## config.mk

```make
export PLATFORM = sky130hd
export DESIGN_NAME = imem_loader
export DESIGN_NICKNAME = d
export VERILOG_FILES = /design/src/rtl/imem_loader_pkg.sv /design/src/rtl/imem_word_packer.sv /design/src/rtl/imem_loader.sv
export SDC_FILE = /design/constraint.sdc
export NUM_CORES = 1
export LEC_CHECK = 0
export CAP_MARGIN = 20
export CORE_UTILIZATION = 30
export DETAILED_ROUTE_END_ITERATION = 12
export GPL_TIMING_DRIVEN = 0
export HOLD_SLACK_MARGIN = 0.1
export PLACE_DENSITY = 0.53
export SYNTH_ARGS = -nofsm -noshare
export SYNTH_HDL_FRONTEND = slang
export SYNTH_SLANG_ARGS = --single-unit
```

## constraint.sdc

```tcl
create_clock -name CLK -period 12.52 [get_ports CLK]
set_clock_uncertainty 0.15 [all_clocks]
set_input_delay 1.878 -clock CLK [delete_from_list [all_inputs] [get_ports CLK]]
set_output_delay 1.878 -clock CLK [all_outputs]
set_load 0.005 [all_outputs]
```

## src/rtl/imem_loader_pkg.sv

```systemverilog
// Shared definitions for the instruction-memory loader: state encoding,
// memory geometry and the image checksum rule, which the host-side image
// builder also uses.
package imem_loader_pkg;

  localparam int MEM_BYTES_DEF = 1024;
  localparam int WORD_BYTES    = 4;

  typedef enum logic [2:0] {
    ST_IDLE   = 3'd0,
    ST_LEN_HI = 3'd1,
    ST_LEN_LO = 3'd2,
    ST_DATA   = 3'd3,
    ST_CHK    = 3'd4,
    ST_DONE   = 3'd5,
    ST_ERROR  = 3'd6
  } state_t;

  // Running checksum: plain byte sum modulo 256.
  function automatic logic [7:0] csum_add(input logic [7:0] sum, input logic [7:0] data);
    return sum + data;
  endfunction

  // An image is good when the data sum plus the trailing checksum byte wraps to zero.
  function automatic logic csum_ok(input logic [7:0] sum, input logic [7:0] data);
    return (csum_add(sum, data) == 8'd0);
  endfunction

  // States in which the loader is actively consuming the byte stream.
  function automatic logic state_busy(input state_t s);
    return (s == ST_LEN_HI) || (s == ST_LEN_LO) || (s == ST_DATA) || (s == ST_CHK);
  endfunction

endpackage

```

## src/rtl/imem_word_packer.sv

```systemverilog
// Packs accepted data bytes big-endian into 32-bit words and issues one
// registered instruction-memory write per completed word.
module imem_word_packer
  import imem_loader_pkg::*;
#(
  parameter int ADDR_W = 10
) (
  input  logic              CLK,
  input  logic              RESET,
  input  logic              clear,
  input  logic              byte_valid,
  input  logic [7:0]        byte_data,
  output logic              mem_we,
  output logic [ADDR_W-1:0] mem_addr,
  output logic [31:0]       mem_wdata
);

  logic [23:0]       shift_r;
  logic [1:0]        idx_r;
  logic [ADDR_W-1:0] addr_r;
  logic              mem_we_r;
  logic [ADDR_W-1:0] mem_addr_r;
  logic [31:0]       mem_wdata_r;
  logic              word_done_s;
  logic [31:0]       word_s;

  // The earliest byte of a group has been shifted up to [31:24] by the time the fourth arrives.
  assign word_s      = {shift_r, byte_data};
  assign word_done_s = byte_valid & (idx_r == 2'd3);

  // Byte shifting, word-address tracking and the registered write port.
  always_ff @(posedge CLK or posedge RESET) begin
    if (RESET) begin
      shift_r     <= 24'd0;
      idx_r       <= 2'd0;
      addr_r      <= '0;
      mem_we_r    <= 1'b0;
      mem_addr_r  <= '0;
      mem_wdata_r <= 32'd0;
    end else if (clear) begin
      shift_r     <= 24'd0;
      idx_r       <= 2'd0;
      addr_r      <= '0;
      mem_we_r    <= 1'b0;
    end else begin
      mem_we_r <= word_done_s;
      if (byte_valid) begin
        shift_r <= word_s[23:0];
        idx_r   <= idx_r + 2'd1;
      end
      if (word_done_s) begin
        mem_addr_r  <= addr_r;
        mem_wdata_r <= word_s;
        addr_r      <= addr_r + ADDR_W'(WORD_BYTES);
      end
    end
  end

  assign mem_we    = mem_we_r;
  assign mem_addr  = mem_addr_r;
  assign mem_wdata = mem_wdata_r;

endmodule

```

## src/rtl/imem_loader.sv

```systemverilog
// Instruction-memory loader: receives a length-prefixed, checksummed image
// over a byte stream, writes it word by word and holds the CPU until a
// verified image is in place.
module imem_loader
  import imem_loader_pkg::*;
#(
  parameter int MEM_BYTES = MEM_BYTES_DEF,
  parameter int ADDR_W    = 10
) (
  input  logic              CLK,
  input  logic              RESET,
  input  logic              start,
  input  logic [7:0]        in_data,
  input  logic              in_valid,
  output logic              in_ready,
  output logic              mem_we,
  output logic [ADDR_W-1:0] mem_addr,
  output logic [31:0]       mem_wdata,
  output logic              cpu_hold,
  output logic              busy,
  output logic              done,
  output logic              error
);

  state_t      state_r;
  state_t      state_next_s;
  logic [15:0] len_r;
  logic [15:0] cnt_r;
  logic [7:0]  sum_r;
  logic        in_ready_r;
  logic        busy_r;
  logic        cpu_hold_r;
  logic        done_r;
  logic        error_r;
  logic        fire_s;
  logic        load_start_s;
  logic [15:0] len_full_s;
  logic        len_bad_s;

  assign fire_s     = in_valid & in_ready_r;
  assign len_full_s = {len_r[15:8], in_data};
  assign len_bad_s  = (len_full_s == 16'd0) || (len_full_s[1:0] != 2'b00) ||
                      (32'(len_full_s) > 32'(MEM_BYTES));
  // A fresh load begins whenever we step into LEN_HI from a non-LEN_HI state.
  assign load_start_s = (state_next_s == ST_LEN_HI) && (state_r != ST_LEN_HI);

  // Next-state logic for the load sequence.
  always_comb begin
    state_next_s = state_r;
    case (state_r)
      ST_IDLE:   if (start) state_next_s = ST_LEN_HI; else state_next_s = ST_IDLE;
      ST_LEN_HI: if (fire_s) state_next_s = ST_LEN_LO; else state_next_s = ST_LEN_HI;
      ST_LEN_LO: begin
        if (fire_s) begin
          if (len_bad_s) state_next_s = ST_ERROR; else state_next_s = ST_DATA;
        end else begin
          state_next_s = ST_LEN_LO;
        end
      end
      ST_DATA: begin
        if (fire_s && (cnt_r == (len_r - 16'd1))) state_next_s = ST_CHK;
        else state_next_s = ST_DATA;
      end
      ST_CHK: begin
        if (fire_s) begin
          if (csum_ok(sum_r, in_data)) state_next_s = ST_DONE; else state_next_s = ST_ERROR;
        end else begin
          state_next_s = ST_CHK;
        end
      end
      ST_DONE:   if (start) state_next_s = ST_LEN_HI; else state_next_s = ST_IDLE;
      ST_ERROR:  if (start) state_next_s = ST_LEN_HI; else state_next_s = ST_ERROR;
      default:   state_next_s = ST_IDLE;
    endcase
  end

  // State register plus outputs registered from the next state so they align with it.
  always_ff @(posedge CLK or posedge RESET) begin
    if (RESET) begin
      state_r    <= ST_IDLE;
      in_ready_r <= 1'b0;
      busy_r     <= 1'b0;
      cpu_hold_r <= 1'b0;
      done_r     <= 1'b0;
      error_r    <= 1'b0;
    end else begin
      state_r    <= state_next_s;
      in_ready_r <= state_busy(state_next_s);
      busy_r     <= state_busy(state_next_s);
      cpu_hold_r <= (state_next_s != ST_IDLE) && (state_next_s != ST_DONE);
      done_r     <= (state_next_s == ST_DONE);
      error_r    <= (state_next_s == ST_ERROR);
    end
  end

  // Length capture, data byte counting and checksum accumulation.
  always_ff @(posedge CLK or posedge RESET) begin
    if (RESET) begin
      len_r <= 16'd0;
      cnt_r <= 16'd0;
      sum_r <= 8'd0;
    end else if (load_start_s) begin
      len_r <= 16'd0;
      cnt_r <= 16'd0;
      sum_r <= 8'd0;
    end else if (fire_s) begin
      case (state_r)
        ST_LEN_HI: len_r[15:8] <= in_data;
        ST_LEN_LO: len_r[7:0]  <= in_data;
        ST_DATA: begin
          cnt_r <= cnt_r + 16'd1;
          sum_r <= csum_add(sum_r, in_data);
        end
        default: ;
      endcase
    end
  end

  imem_word_packer #(.ADDR_W(ADDR_W)) u_packer (
    .CLK        (CLK),
    .RESET      (RESET),
    .clear      (load_start_s),
    .byte_valid (fire_s && (state_r == ST_DATA)),
    .byte_data  (in_data),
    .mem_we     (mem_we),
    .mem_addr   (mem_addr),
    .mem_wdata  (mem_wdata)
  );

  assign in_ready = in_ready_r;
  assign busy     = busy_r;
  assign cpu_hold = cpu_hold_r;
  assign done     = done_r;
  assign error    = error_r;

endmodule

```

## Word-level counts from Yosys, hierarchy flattened

Cells that the tools add are included.

| storage, ports and cells | value |
|---|---|
| bits in registers | 126 |
| logic and storage cells | 91 |
| output and inout port bits | 48 |

| cells by class | value |
|---|---|
| add/subtract/negate cells | 5 |
| reduce and logical (&&, ||, !) cells | 25 |
| bitwise gates (word level) | 3 |
| magnitude comparators | 1 |
| eq/ne operators | 16 |
| mux-type cells | 26 |

Operators by type and width:

| cell | number |
|---|---|
| 16-bit two-way mux | 5 |
| 24-bit two-way mux | 2 |
| 8-bit two-way mux | 5 |
| 10-bit two-way mux | 2 |
| 3-bit equality test, second input constant | 6 |
| 3-bit case mux with 6 select lines | 1 |
| 16-bit by 1-bit adder with 16-bit output, second input constant | 1 |
| 16-bit equality test | 1 |
| 16-bit by 11-bit greater-than comparator with 1-bit output, second input constant | 1 |
| 16-bit logical NOT | 1 |
| 16-bit by 1-bit subtractor with 16-bit output, second input constant | 1 |
| 3-bit two-way mux | 5 |
| 2-bit nonzero test | 7 |
| 3-bit by 2-bit equality test with 1-bit output, second input constant | 4 |
| 10-bit by 3-bit adder with 10-bit output, second input constant | 1 |
| 8-bit adder | 1 |
| 8-bit logical NOT | 1 |
| 2-bit two-way mux | 4 |
| 2-bit AND reduction | 4 |
| 3-bit by 1-bit equality test with 1-bit output, second input constant | 2 |
| 1-bit logical OR | 5 |
| 1-bit logical AND | 4 |
| 3-bit logical NOT | 1 |
| 3-bit by 1-bit != test with 1-bit output, second input constant | 1 |
| other kinds (8) | 10 |

## Logic depth before layout (Yosys ltp)

| logic depth | value |
|---|---|
| depth after elaboration | 10 |
| mapped depth | 11 |

## Hierarchy

A second synthesis with hierarchy kept.

| unflattened totals | value |
|---|---|
| cell total of the unflattened synthesis | 571 |
| area, all modules | 6185.9 um2 |

By module, submodules not included:

| module | cells an instance | seq. area each (um2) | times used | area each (um2) |
|---|---|---|---|---|
| imem_loader | 354 | 1176.1 | 1 | 3179.3 |
| imem_word_packer | 217 | 1876.8 | 1 | 3006.6 |

## Least setup slack after synthesis

OpenSTA, ideal clock, no wires.

| path | value |
|---|---|
| path type | input to register |
| start point | input port in_data[0] |
| end point | register state_r[1] |
| path buffers | 0 |
| arrival | 3.924 ns |
| setup time | 0.134 ns |
| required time | 12.236 ns |
| stages | 9 |
| slack | 8.312 ns |
| cells stage by stage | ha_1 > fa_1 > a211oi_1 > o21bai_1 > a21oi_1 > xnor2_1 > or4b_1 > a211oi_1 > o21ai_1 |

| between the ends | value |
|---|---|
| word-level cells in the longest chain between the ends | 5 |

RTL lines:

| element | line | text |
|---|---|---|
| from (decl) | imem_loader.sv:13 | `input logic [7:0] in_data,` |
| 8-bit adder | imem_loader_pkg.sv:21 | `return sum + data;` |
| 8-bit logical NOT | imem_loader_pkg.sv:26 | `return (csum_add(sum, data) == 8'd0);` |
| 2-bit two-way mux | imem_loader.sv:66 | `if (csum_ok(sum_r, in_data)) state_next_s = ST_DONE; else state_next_s = ST_ERROR;` |
| 3-bit two-way mux | imem_loader.sv:65 | `if (fire_s) begin` |
| 3-bit case mux with 6 select lines | imem_loader.sv:50 | `case (state_r)` |
| net state_next_s[1] | imem_loader.sv:26 | `state_t state_next_s;` |
| to (signal assigned) | imem_loader.sv:87 | `state_r <= state_next_s;` |
| to (decl) | imem_loader.sv:25 | `state_t state_r;` |

The timed path passes the listed nets, and every way through them passes these cells.
A chain may end at the register's enable or synchronous reset.

## Worst setup path in the final report

Same ends and word-level chain as after synthesis.

==> reports/metrics.cfg <==
[pwr]
clockPowerShare_pct=38.7
vdd_drop_max_mv=0.104
power_frac_comb_pct=25.1
p_sw_share_pct=27.0
seqPwrFrac_pct=36.1
cell_internal_pwr_uw=1120
p_leak_uw=0.00354
switching_power_uw=415
power.density_nw_per_um2=200

[global_routing]
grt_antenna_before_repair=0
grt_pass1_vias=4496
gr-total-overflow=0
grtUsageTotal_pct=15.3
grt_max_degree=93
grt_pass1_wl_um=23900

[sta]
fmax_mhz=206
slew_viol_final=0
max_slew_margin_pct=46.0
finalHoldViolCount=0
finalSetupViolCount=0
fin_ws_ps=7660
period_share_pct=38.8
worst_slew_pin_slew_ps=810
tns_ps=0
rsz0062_at_grt=no
min_period_ps=4860
whs_ps=316

[synth]
yosys_warnings=0
syn-cell-area_um2=6040
synthFlopType=dfrtp_1
synth_cell_types=62
async_flop_share_pct=100
synth_edf_count=0
syn-instance-count=659
ys_ff_latch=122
syn_area_per_cell_um2=9.17
ys_seq_area_share_pct=50.5

[setup_path]
critPathLaunch=in_data[0]
r2r_start=sum_r[0]
path_max_fanout=7
path_class=input port to register
arrival_ps=5000
critPathLaunchType=input port
required_ps=12660
end_kind=register

[clocking]
ctsResizeCount=0
h-tree-depth=4
numCtsBuffers=17
ctsHoldBuffers=0
cts_setup_buffers=0
clk_pin_slew_ps=60
cts_sinks=122
clockBufferDepth=2
clk_latency_ps=420
cts-root-buf=clkbuf_16
cts_tree=done

[routing]
vias=4751
wl_per_cell_um=14.5
vias_per_cell=4.68
routed_wl_um=14800
drt-initial-drc-count=279
drc=0
ant_nets=0
firstDrtPassIters=4

[finish]
final_common_cell=nand2_1
syn2layout_area_growth_pct=27.3
nets=761
most-common-layout-cells=184 x nand2_1, 122 x dfrtp_1, 56 x clkdlybuf4s50_1
n_antenna_cell=0
drive_gt1_share_pct=7.47

[placed_design]
dpl.hpwl_um=10600
pre_cts_ws_ps=7160
portBuffers=56
gp_congestion=0.809

[status]
status=finished clean

[floorplan]
start_util_pct=30.8
die_width_um=144
fp-row-count=51
num_io_pins=60
die_area_um2=20700
die_h_um=144
coreArea_um2=19600

[min_path]
min_from=u_packer.shift_r[23]
hold_class=register to register

[job]
maxCapViolCount=0

power groups by stage:
stage / Combinational (uW) / Clock [uW] / Sequential (uW)
2_1_floorplan: 222 / 0 / 554
3_3_place_gp: 386 / 0 / 561
3_5_place_dp: 389 / 0 / 562
4_1_cts: 391 / 604 / 556
5_1_grt: 438 / 625 / 568
6_report: 386 / 594 / 555
cell type report:
cell class / instances / area (um2)
Buffer: 42 / 185
Clock buffer: 20 / 447
Clock inverter: 12 / 268
Fill cell: 1974 / 11900
Inverter: 8 / 35.0
Multi-Input combinational cell: 488 / 2780
Sequential cell: 122 / 3050
Tap cell: 265 / 332
Timing Repair Buffer: 58 / 593
cell usage after synthesis (3+ instances only):
library cell / n / area, um2
o21ai_0: 14 / 70.1
nand2b_1: 6 / 37.5
ha_1: 11 / 138
nand4_1: 12 / 75.1
clkbuf_1: 22 / 82.6
nor2_1: 50 / 188
mux2_2: 8 / 90.1
nand3_1: 7 / 35.0
nor3_1: 8 / 40.0
nand2_1: 184 / 691
a211oi_1: 4 / 30.0
buf_4: 3 / 22.5
nor4_1: 6 / 37.5
dfrtp_1: 122 / 3050
buf_2: 6 / 30.0
a21o_1: 3 / 22.5
buf_1: 9 / 33.8
a21oi_1: 48 / 240
o21a_1: 4 / 30.0
xor2_1: 24 / 210
o211ai_1: 3 / 22.5
and2_1: 3 / 18.8
and3_1: 6 / 37.5
mux2i_1: 15 / 150
or3_1: 5 / 31.3
xnor2_1: 22 / 193
a31oi_1: 4 / 25.0
inv_1: 8 / 30.0
per-stage QoR:
stage	utilization (%)	instance area, um2	std cells	total power [uW]
after floorplan	-	6050	660	776
after global placement	35.4	6940	981	948
after detailed placement	35.6	6970	982	951
after CTS	39.2	7690	1014	1550
after global routing	39.3	7690	1015	1630
final	39.3	7690	1015	1530
state kept, by name, summed over array words and instances (netlist names):
signal and cells:
u_packer.mem_wdata 32, u_packer.shift_r 24, cnt_r 16, len_r 16, sum_r 8, u_packer.addr_r 8, u_packer.mem_addr 8, state_r 3
u_packer.idx_r 2, busy 1, cpu_hold 1, done 1, error 1, u_packer.mem_we 1
cell families after synthesis:
kind of cell	Yosys count	synth area share (%)
AOI/OAI and AO/OA	100	10.0
xor gates and xnor gates	46	6.67
adders and majority gates	13	2.77
buffers and inverters	50	3.56
DFF	122	50.5
muxes	23	3.98
other	1	0.0621
and+or+nand+nor	304	22.4
routing by layer:
layer  vias to the layer above  track usage (%)  wire [um]
li1                       2374                -          -
met1                      2289             22.6       7580
met2                        84             21.9       6480
met3                         4             3.80        621
met4                         0             4.20         76
met5                         -                0          0
critical path, stage by stage:
cell and delay [ps]:
clkdlybuf4s50_1 630, ha_1 360, fa_1 430, a211oi_1 260
o21bai_1 100, a21oi_1 180, xnor2_1 90, or4b_1 610
a211oi_1 310, o21ai_1 120
final timing paths:
kind                       depth (start not counted)  slack (ps)                      to
hold reg to reg                                    2         320  u_packer.mem_wdata[31]
setup / recovery                                  10        7660              state_r[1]
max in group asynchronous                          3        9770   u_packer.mem_wdata[3]
hold / removal                                     2         320  u_packer.mem_wdata[31]
min in group asynchronous                          2        1670              state_r[2]
setup reg to reg                                   9        9540              state_r[1]
No activity file was read; power rests on OpenSTA's default activity.
==> patch (config.mk and constraints unchanged) <==
Make the reset (`RESET`) synchronous in 3 clocked blocks.
--- a/src/rtl/imem_word_packer.sv
+++ b/src/rtl/imem_word_packer.sv
@@ -30,5 +30,5 @@
 
   // Byte shifting, word-address tracking and the registered write port.
-  always_ff @(posedge CLK or posedge RESET) begin
+  always_ff @(posedge CLK) begin
     if (RESET) begin
       shift_r     <= 24'd0;
--- a/src/rtl/imem_loader.sv
+++ b/src/rtl/imem_loader.sv
@@ -76,5 +76,5 @@
 
   // State register plus outputs registered from the next state so they align with it.
-  always_ff @(posedge CLK or posedge RESET) begin
+  always_ff @(posedge CLK) begin
     if (RESET) begin
       state_r    <= ST_IDLE;
@@ -95,5 +95,5 @@
 
   // Length capture, data byte counting and checksum accumulation.
-  always_ff @(posedge CLK or posedge RESET) begin
+  always_ff @(posedge CLK) begin
     if (RESET) begin
       len_r <= 16'd0;
Formal check against the unedited RTL: differs if RESET is asserted again (counterexample within 4 cycles, from zero or initial values and one cycle with RESET high); with RESET held inactive, the same outputs for 4 cycles.
==> patch against the unedited design <==
  * The flow now finishes with violations (design-rule violations)
  * Largest cell class is now multi-input gates
  * Routed wire length is 1.7% lower
  * Die area is 7.2% lower
  * Worst setup slack worse by 0.28 ns
  * Critical path type unchanged
  * Sequential cell count stayed put
  * Highest routed layer unchanged
  * Final area is 9.0% lower
  * Synthesized area is 7.3% lower
Power is not compared: it rests on default switching activity, and its combinational part moved more than twofold at a synthesized area within 25%.
==> patch: results (changes against the unedited design) <==
metric;value;unit;change
gr usage total;15.8;%;+0.47 points
outcome;complete, but fails checks;;
Synth area leaders;dfxtp_1, nand2_1, a21oi_1;;
post-route ant nets;0;;unchanged
max incr delay on CP;0.75;ns;+0.12 ns
initial DRC count;267;;-4.3%
share of cells above drive strength 1;5.98;%;-1.5 points
Clock Tree Root;clkbuf_16;;
largest net degree at the start of global routing;17;;-82%
CTS resizes;0;;unchanged
Static Leak;2.30;nW;
Clock Tree Buf Depth;2;;unchanged
gp weighted congestion;0.840;;+3.8%
Nets;797;;+4.7%
post-CTS setup buffers;0;;unchanged
hold path start;u_packer.mem_addr[6];;
post-synthesis sequential area ratio;43.6;%;-6.9 points
CP arrival;5.26;ns;+0.26 ns
drt pass-1 iters;12;;+8
Post-DP Area;0.00646;mm2;-7.4%
Residual DRC;3;;+3
hold crit path type;reg -> reg;;
Reg clk slew, reported paths;0.06;ns;about the same
first-pass GRT wire length;23.7;mm;-0.61%
top cells by count, synth;nand2_1, dfxtp_1, a21oi_1;;
number of port buffers;56;;unchanged
Antenna diodes;0;;unchanged
max_slew headroom;32.6;%;-13 points
H-tree Lvls;4;;unchanged
slowest CP cell;a2111oi_0;;
Clk Latency, worst-skew pair;0.42;ns;about the same
failing checks;design-rule violations;;
Internal;0.000666;W;
DP HPWL;10.4;mm;-1.7%
CP top delay family;compound AO/OA/AOI/OAI gates;;
total CTS buffers;17;;unchanged
Synth async-reset ratio;0;%;-100 points
Netlist cell types;55;;-11%
WL final;14.5;mm;-1.7%
CP startpoint;in_data[0];;
Via density;4.87;;+4.1%
YS warnings;0;;unchanged
VDD IR max;0.0994;mV;
vias in the first global route;4556;;+1.3%
worst r2r src;len_r[0];;
Worst Path Max Fanout;7;;unchanged
max reg flops;32;;unchanged
initial antenna violation count;0;;unchanged
ys flop type;dfxtp_1;;
-- patch: cells by family after synthesis --
family | count (synthesis) | share of synthesized area (%)
simple gates | 308 | 25.3
other cells | 1 | 0.0669
xor+xnor | 50 | 7.82
buf+inv | 53 | 3.91
mux | 17 | 3.04
compound gates | 134 | 13.4
fa+ha+maj | 12 | 2.81
flops | 122 | 43.6
-- patch: layer usage --
layer	track usage, %	part of all wire [%]	vias to the layer above
met2	24.4	44	112
met3	3.49	4.0	23
li1	-	-	2539
met4	6.84	2.0	0
met1	21.1	50	2270
met5	0	0	-
-- patch: layout make-up --
cell class,count,area [um2]
buffer,43,181
clock buffer,20,447
clock inverter,12,92.6
fill,1896,11100
inverter,10,37.5
multi-input combinational,523,2950
sequential,122,2440
tap,229,287
timing repair buffer,56,561
-- patch: final timing paths --
kind,end,slack (ns),cells past startpoint
hold / removal,u_packer.mem_addr[6],0.30,2
setup / recovery,cpu_hold,7.38,10
hold reg to reg,u_packer.mem_addr[6],0.30,2
setup reg to reg,error,9.09,9
-- patch: stage by stage --
stage / power [W] / utilization [%] / setup WS, ns / cells
after global placement: 0.000443 / 35.6 / 6.89 / 983
after CTS: 0.000895 / 38.6 / 7.37 / 1015
after floorplan: 0.000425 / - / 8.38 / 698
after global routing: 0.000918 / 38.6 / 7.22 / 1015
after detailed placement: 0.000443 / 35.6 / 6.94 / 983
final: 0.000884 / 38.6 / 7.38 / 1015
-- patch: power by group through the flow --
stage          Sequential [W]  Combinational, W  Clock, W
4_1_cts              0.000392         0.0000433  0.000460
6_report             0.000392         0.0000430  0.000450
3_5_place_dp         0.000400         0.0000432         0
2_1_floorplan        0.000400         0.0000255         0
5_1_grt              0.000392         0.0000472  0.000479
3_3_place_gp         0.000400         0.0000431         0
